<file path="src/rtl/apb_pkg.sv">
// Shared APB definitions: FSM state encodings (also used by the register-file
// slave) and the default widths of the requester-side master.
package apb_pkg;

  typedef enum logic [1:0] {
    IDLE   = 2'b00,
    SETUP  = 2'b01,
    ACCESS = 2'b10
  } apb_state_e;

  localparam int DEF_NUM_REQ        = 4;
  localparam int DEF_ADDR_WIDTH     = 8;
  localparam int DEF_DATA_WIDTH     = 16;
  localparam int DEF_TIMEOUT_CYCLES = 15;

endpackage

</file>
<file path="src/rtl/rr_arbiter.sv">
// Combinational round-robin pick: the search starts one past the previous
// winner and wraps modulo NUM_REQ; outputs a one-hot grant and its index.
module rr_arbiter #(
  parameter int NUM_REQ = 4,
  parameter int IDX_W   = $clog2(NUM_REQ)
) (
  input  logic [NUM_REQ-1:0] req,
  input  logic [IDX_W-1:0]   last,
  output logic [NUM_REQ-1:0] grant,
  output logic [IDX_W-1:0]   idx
);

  logic [IDX_W-1:0] cand;
  logic             found;

  always_comb begin
    // NOTE: every variable written here gets a default first, so no latch is inferred.
    grant = '0;
    idx   = '0;
    found = 1'b0;
    cand  = '0;
    for (int off = 1; off <= NUM_REQ; off++) begin
      cand = IDX_W'((int'(last) + off) % NUM_REQ);
      if (!found && req[cand]) begin
        found       = 1'b1;
        grant[cand] = 1'b1;
        idx         = cand;
      end
    end
  end

endmodule

</file>
<file path="src/rtl/apb_rr_master.sv">
// Round-robin APB master sharing one slave among NUM_REQ requesters.
// Optional ACCESS timeout with err flag: define APB_MASTER_TIMEOUT_EN.
module apb_rr_master
  import apb_pkg::*;
#(
  parameter int NUM_REQ        = DEF_NUM_REQ,
  parameter int ADDR_WIDTH     = DEF_ADDR_WIDTH,
  parameter int DATA_WIDTH     = DEF_DATA_WIDTH,
  parameter int TIMEOUT_CYCLES = DEF_TIMEOUT_CYCLES
) (
  input  logic                           PCLK,
  input  logic                           PRESETn,
  input  logic [NUM_REQ-1:0]             req,
  input  logic [NUM_REQ-1:0]             req_write,
  input  logic [NUM_REQ*ADDR_WIDTH-1:0]  req_addr,
  input  logic [NUM_REQ*DATA_WIDTH-1:0]  req_wdata,
  output logic [NUM_REQ-1:0]             ack,
  output logic [DATA_WIDTH-1:0]          rdata,
  output logic                           err,
  output logic [ADDR_WIDTH-1:0]          PADDR,
  output logic                           PSEL,
  output logic                           PENABLE,
  output logic                           PWRITE,
  output logic [DATA_WIDTH-1:0]          PWDATA,
  input  logic [DATA_WIDTH-1:0]          PRDATA,
  input  logic                           PREADY
);

  localparam int IDX_W = $clog2(NUM_REQ);

  apb_state_e         state;
  logic [IDX_W-1:0]   last;
  logic [IDX_W-1:0]   pick_idx;
  logic [NUM_REQ-1:0] pick_oh;
  logic [NUM_REQ-1:0] win_oh;
  logic [NUM_REQ-1:0] eligible;

  // A requester that has just been acked may still hold req for one cycle.
  assign eligible = req & ~ack;

  rr_arbiter #(
    .NUM_REQ (NUM_REQ),
    .IDX_W   (IDX_W)
  ) u_arb (
    .req   (eligible),
    .last  (last),
    .grant (pick_oh),
    .idx   (pick_idx)
  );

`ifdef APB_MASTER_TIMEOUT_EN
  localparam int CNT_W = $clog2(TIMEOUT_CYCLES + 1);
  logic [CNT_W-1:0] wait_cnt;
`endif

  // NOTE: sequential state uses non-blocking assignments so every register sees pre-edge values.
  always_ff @(posedge PCLK) begin
    if (!PRESETn) begin
      state   <= IDLE;
      last    <= IDX_W'(NUM_REQ - 1);
      win_oh  <= '0;
      ack     <= '0;
      rdata   <= '0;
      err     <= 1'b0;
      PSEL    <= 1'b0;
      PENABLE <= 1'b0;
      PWRITE  <= 1'b0;
      PADDR   <= '0;
      PWDATA  <= '0;
`ifdef APB_MASTER_TIMEOUT_EN
      wait_cnt <= '0;
`endif
    end else begin
      ack <= '0;
      err <= 1'b0;
      case (state)
        IDLE: begin
          if (|eligible) begin
            last    <= pick_idx;
            win_oh  <= pick_oh;
            PWRITE  <= req_write[pick_idx];
            PADDR   <= req_addr[pick_idx*ADDR_WIDTH +: ADDR_WIDTH];
            PWDATA  <= req_wdata[pick_idx*DATA_WIDTH +: DATA_WIDTH];
            PSEL    <= 1'b1;
            state   <= SETUP;
          end
        end
        SETUP: begin
          PENABLE <= 1'b1;
          state   <= ACCESS;
`ifdef APB_MASTER_TIMEOUT_EN
          wait_cnt <= '0;
`endif
        end
        ACCESS: begin
          if (PREADY) begin
            if (!PWRITE) rdata <= PRDATA;
            ack     <= win_oh;
            PSEL    <= 1'b0;
            PENABLE <= 1'b0;
            state   <= IDLE;
          end
`ifdef APB_MASTER_TIMEOUT_EN
          // This low cycle is the TIMEOUT_CYCLES-th one: abandon the transfer.
          else if (wait_cnt == CNT_W'(TIMEOUT_CYCLES - 1)) begin
            rdata   <= '0;
            err     <= 1'b1;
            ack     <= win_oh;
            PSEL    <= 1'b0;
            PENABLE <= 1'b0;
            state   <= IDLE;
          end else begin
            wait_cnt <= wait_cnt + CNT_W'(1);
          end
`endif
        end
        default: state <= IDLE;
      endcase
    end
  end

endmodule

</file>
<file path="config.mk">
export PLATFORM = sky130hd
export DESIGN_NAME = apb_rr_master
export DESIGN_NICKNAME = d
export VERILOG_FILES = /design/src/rtl/apb_pkg.sv /design/src/rtl/rr_arbiter.sv /design/src/rtl/apb_rr_master.sv
export SDC_FILE = /design/constraint.sdc
export NUM_CORES = 1
export LEC_CHECK = 0
export CAP_MARGIN = 20
export CORE_MARGIN = 8
export CORE_UTILIZATION = 44
export DETAILED_ROUTE_END_ITERATION = 8
export PLACE_DENSITY = 0.85
export SLEW_MARGIN = 20
export SYNTH_ARGS = -nofsm -noshare
export SYNTH_HDL_FRONTEND = slang
export SYNTH_HIERARCHICAL = 1
export SYNTH_SLANG_ARGS = --single-unit
</file>
<file path="constraint.sdc">
create_clock -name PCLK -period 4.7 [get_ports PCLK]
set_input_delay 0.705 -clock PCLK [delete_from_list [all_inputs] [get_ports PCLK]]
set_output_delay 0.705 -clock PCLK [all_outputs]
set_load 0.02 [all_outputs]
</file>
==> flow_metrics.py <==
metrics = {
    "run_status": {
        "status": "finished clean",
    },
    "setup_path": {
        "critical_path.startpoint_type": "flip-flop",
        "regToRegSetupSlack_ns": 0.96,
        "worstReg2RegEnd": "PADDR[2]",
        "cp-startpoint": "last[0]",
        "crit_path_frequent_cell": "inv_1",
        "slowest_delay_ns": 0.79,
        "end_kind": "flip-flop",
        "arrival_ns": 3.92,
        "cp.required_ns": 4.89,
        "cp_slowest_cell": "dfxtp_1",
        "crit_type": "flip-flop to flip-flop",
        "reg2reg_from": "last[0]",
        "reg2regPathDepth": 10,
        "critPathBufInv": 3,
        "critical_path_cell_count": 10,
        "critical_path.max_fanout": 20,
        "crit_end": "PADDR[2]",
        "crit_family": "compound AO/OA/AOI/OAI gates",
        "crit_chain": "inv_1 > ha_1 > nor2b_1 > a22oi_1 > o211ai_1 > a21oi_4 > buf_4 > mux4_2 > inv_1 > o221ai_1",
    },
    "pwr": {
        "internal_power_mw": 1.236,
        "p_sw_mw": 0.7020,
        "comb_power_share": 0.515,
        "seqPwrFrac": 0.319,
        "ir_worst_vdd_v": 0.0001552,
        "clkPwrFrac": 0.166,
        "powerDensity_nw_per_um2": 358.1,
        "leakage_nw": 1.979,
        "netSwitchingFraction": 0.3623,
    },
    "timing": {
        "period_share": 0.7949,
        "fmax_ghz": 0.2676,
        "relSlewSlack": 0.5315,
        "finalSetupTns_ns": 0,
        "hold_viol_final": 0,
        "setup_ws_ns": 0.9638,
        "finalSetupViolCount": 0,
        "drv_slew": 0,
        "fin_skew_ns": 0.01123,
        "timing.hold.ws_ns": 0.4539,
        "worst_pin_slew_ns": 0.7018,
        "rsz0062_at_grt": "no",
        "fin_crit_ns": 3.736,
    },
    "synth": {
        "netlist_area_sq_um": 3654,
        "synth_common_cells": "76 x nand2_1, 55 x dfxtp_1, 31 x inv_1, 27 x mux4_2, 25 x nand3_1",
        "ys_ff_latch": 55,
        "muxShareOfSynthArea": 0.1887,
        "synth_compound_area_frac": 0.1976,
        "synth_xor_area_frac": 0,
        "synth_area_leaders": "dfxtp_1 30%, mux4_2 17%, o221ai_2 8.2%",
        "yosys_most_used_dff": "dfxtp_1",
        "syn-num-nets": 504,
        "syn_inst": 373,
        "yosys_warnings": 6,
        "synthSimpleGateAreaFrac": 0.1842,
        "yosys.area_share.adder": 0.02740,
        "async_reset_ff_frac": 0,
        "postSynthAreaPerCell_sq_um": 9.795,
        "synth_area_leader_cell": "dfxtp_1",
        "yosysSeqAreaShare": 0.3014,
        "synth_top_area_share": 0.3014,
        "netlist-cell-type-count": 49,
        "synth_top_family_by_area": "compound AO/OA/AOI/OAI gates",
        "synth_edf_count": 0,
        "synth_most_common_cell": "nand2_1",
    },
    "clock_tree": {
        "cts.sinks": 55,
        "path_clk_slew_ns": 0.11,
        "clk_latency_ns": 0.32,
        "hold_buffers": 0,
        "cts-root-buf": "clkbuf_8",
        "cts_made_buffers": 5,
        "ctsResizeCount": 0,
        "htreeDepth": 2,
        "cts.path.max_buffers": 2,
        "cts_tree": "done",
        "cts_setup_buffers": 0,
    },
    "floorplan": {
        "num_rows": 33,
        "die_area_sq_um": 11480,
        "die_y_microns": 107.1,
        "core_area_sq_um": 8134,
        "die_width_microns": 107.1,
        "start_util": 0.4492,
        "io-pin-count": 171,
    },
    "place": {
        "hpwlAfterDp_microns": 8444,
        "placed_cell_area_sq_um": 5299,
        "port_buffers": 169,
        "gp_congestion": 0.8059,
        "pre_cts_ws_ns": 0.9718,
    },
    "detailed_routing": {
        "drt_iter0_drc": 135,
        "remaining_drc_errors": 0,
        "firstDrtPassIters": 4,
        "wire_per_inst_microns": 17.31,
        "via_count": 3386,
        "wl_microns": 10840,
        "ant_nets": 0,
        "vias_per_cell": 5.409,
    },
    "global_routing": {
        "grt_pass1_vias": 3671,
        "groute.usage.overall": 0.1894,
        "grt_pass1_wl_microns": 17820,
        "grt_start_max_net_pins": 45,
        "overflow": 0,
        "antenna_found_initial": 0,
    },
    "cells_and_area": {
        "design_area_sq_um": 5411,
        "diodes": 0,
        "nNetsFinal": 651,
        "drive_above_1_share": 0.1555,
        "synthToLayoutAreaGrowth_pct": 48.12,
    },
    "run": {
        "drv_cap": 0,
    },
    "min_path": {
        "hold_path.class": "flip-flop to flip-flop",
    },
}
## routing by layer
layer  GRT usage  vias up  routed length [microns]
met3     0.08158       15                     1124
met2      0.3319      139                     5406
met4     0.06030        0                      188
met5           0        -                        0
met1      0.1996     1601                     4119
li1            -     1631                        -
## power by group through the flow
stage | Sequential [mW] | Clock, mW | Combinational [mW]
global route | 0.631 | 0.345 | 1.09
floorplan | 0.680 | 0 | 0.621
CTS | 0.617 | 0.330 | 1.01
finish | 0.618 | 0.321 | 0.999
global placement | 0.621 | 0 | 0.980
detailed placement | 0.627 | 0 | 1.01
## kinds of logic (layout without fill, tap and decap cells)
logic type / Yosys count / count (layout)
mux: 35 / 35
buf+inv: 67 / 215
simple gates: 136 / 136
flops: 55 / 55
compound gates: 71 / 71
fa+ha+maj: 8 / 8
other cells: 1 / 1
## worst min-delay path by stage
stage,startpoint,end,slack [ns],depth (start not counted)
after CTS,win_oh[3],win_oh[3],0.46,2
after floorplan,win_oh[0],ack[0],0.43,1
after global routing,win_oh[1],win_oh[1],0.48,2
after detailed placement,win_oh[1],ack[1],0.44,1
after global placement,win_oh[1],win_oh[1],0.44,2
final,win_oh[3],win_oh[3],0.45,2
## cell type report
| cell class | instances | area (sq um) |
|---|---|---|
| repair buffers | 176 | 1739 |
| inverters | 31 | 116.4 |
| clock buffers | 5 | 68.82 |
| well taps | 105 | 131.4 |
| clock inverters | 3 | 43.79 |
| flip-flops and latches | 55 | 1101 |
| multi-input cells | 251 | 2211 |
| fillers | 645 | 2723 |
## sequential cells by signal, indices dropped and copies added (netlist names), 2 cells and up
register	flops
win_oh	4
PADDR	8
rdata	16
PWDATA	16
ack	4
state	2
last	2
## through the flow
stage / power [mW] / utilization / instances
3_5_place_dp: 1.632 / 0.6514 / 618
2_1_floorplan: 1.302 / - / 373
6_report: 1.938 / 0.6653 / 626
5_1_grt: 2.063 / 0.6653 / 626
4_1_cts: 1.956 / 0.6653 / 626
3_3_place_gp: 1.601 / 0.6514 / 618
## worst reg2reg max path, cell delays in order (launching register included)
cell and delay, ns:
dfxtp_1 0.79, inv_1 0.26, ha_1 0.57, nor2b_1 0.13
a22oi_1 0.21, o211ai_1 0.17, a21oi_4 0.48, buf_4 0.31
mux4_2 0.53, inv_1 0.06, o221ai_1 0.10
## layout by cell type (no fill, tap or decap), drive strengths merged, types with 2 or more instances in the layout
master           n
a21boi          16
a21oi            3
a221o            4
a221oi           2
a22oi            3
and2             4
buf              8
clkbuf           5
clkdlybuf4s50  168
clkinv           2
dfxtp           55
ha               8
inv             31
mux2i            7
mux4            27
nand2           76
nand3           25
nor2             4
nor2b           13
nor3             2
nor3b            3
nor4b            2
o211ai           2
o21ai            8
o221ai          25
Note: power is estimated with default switching activity, not from simulation.
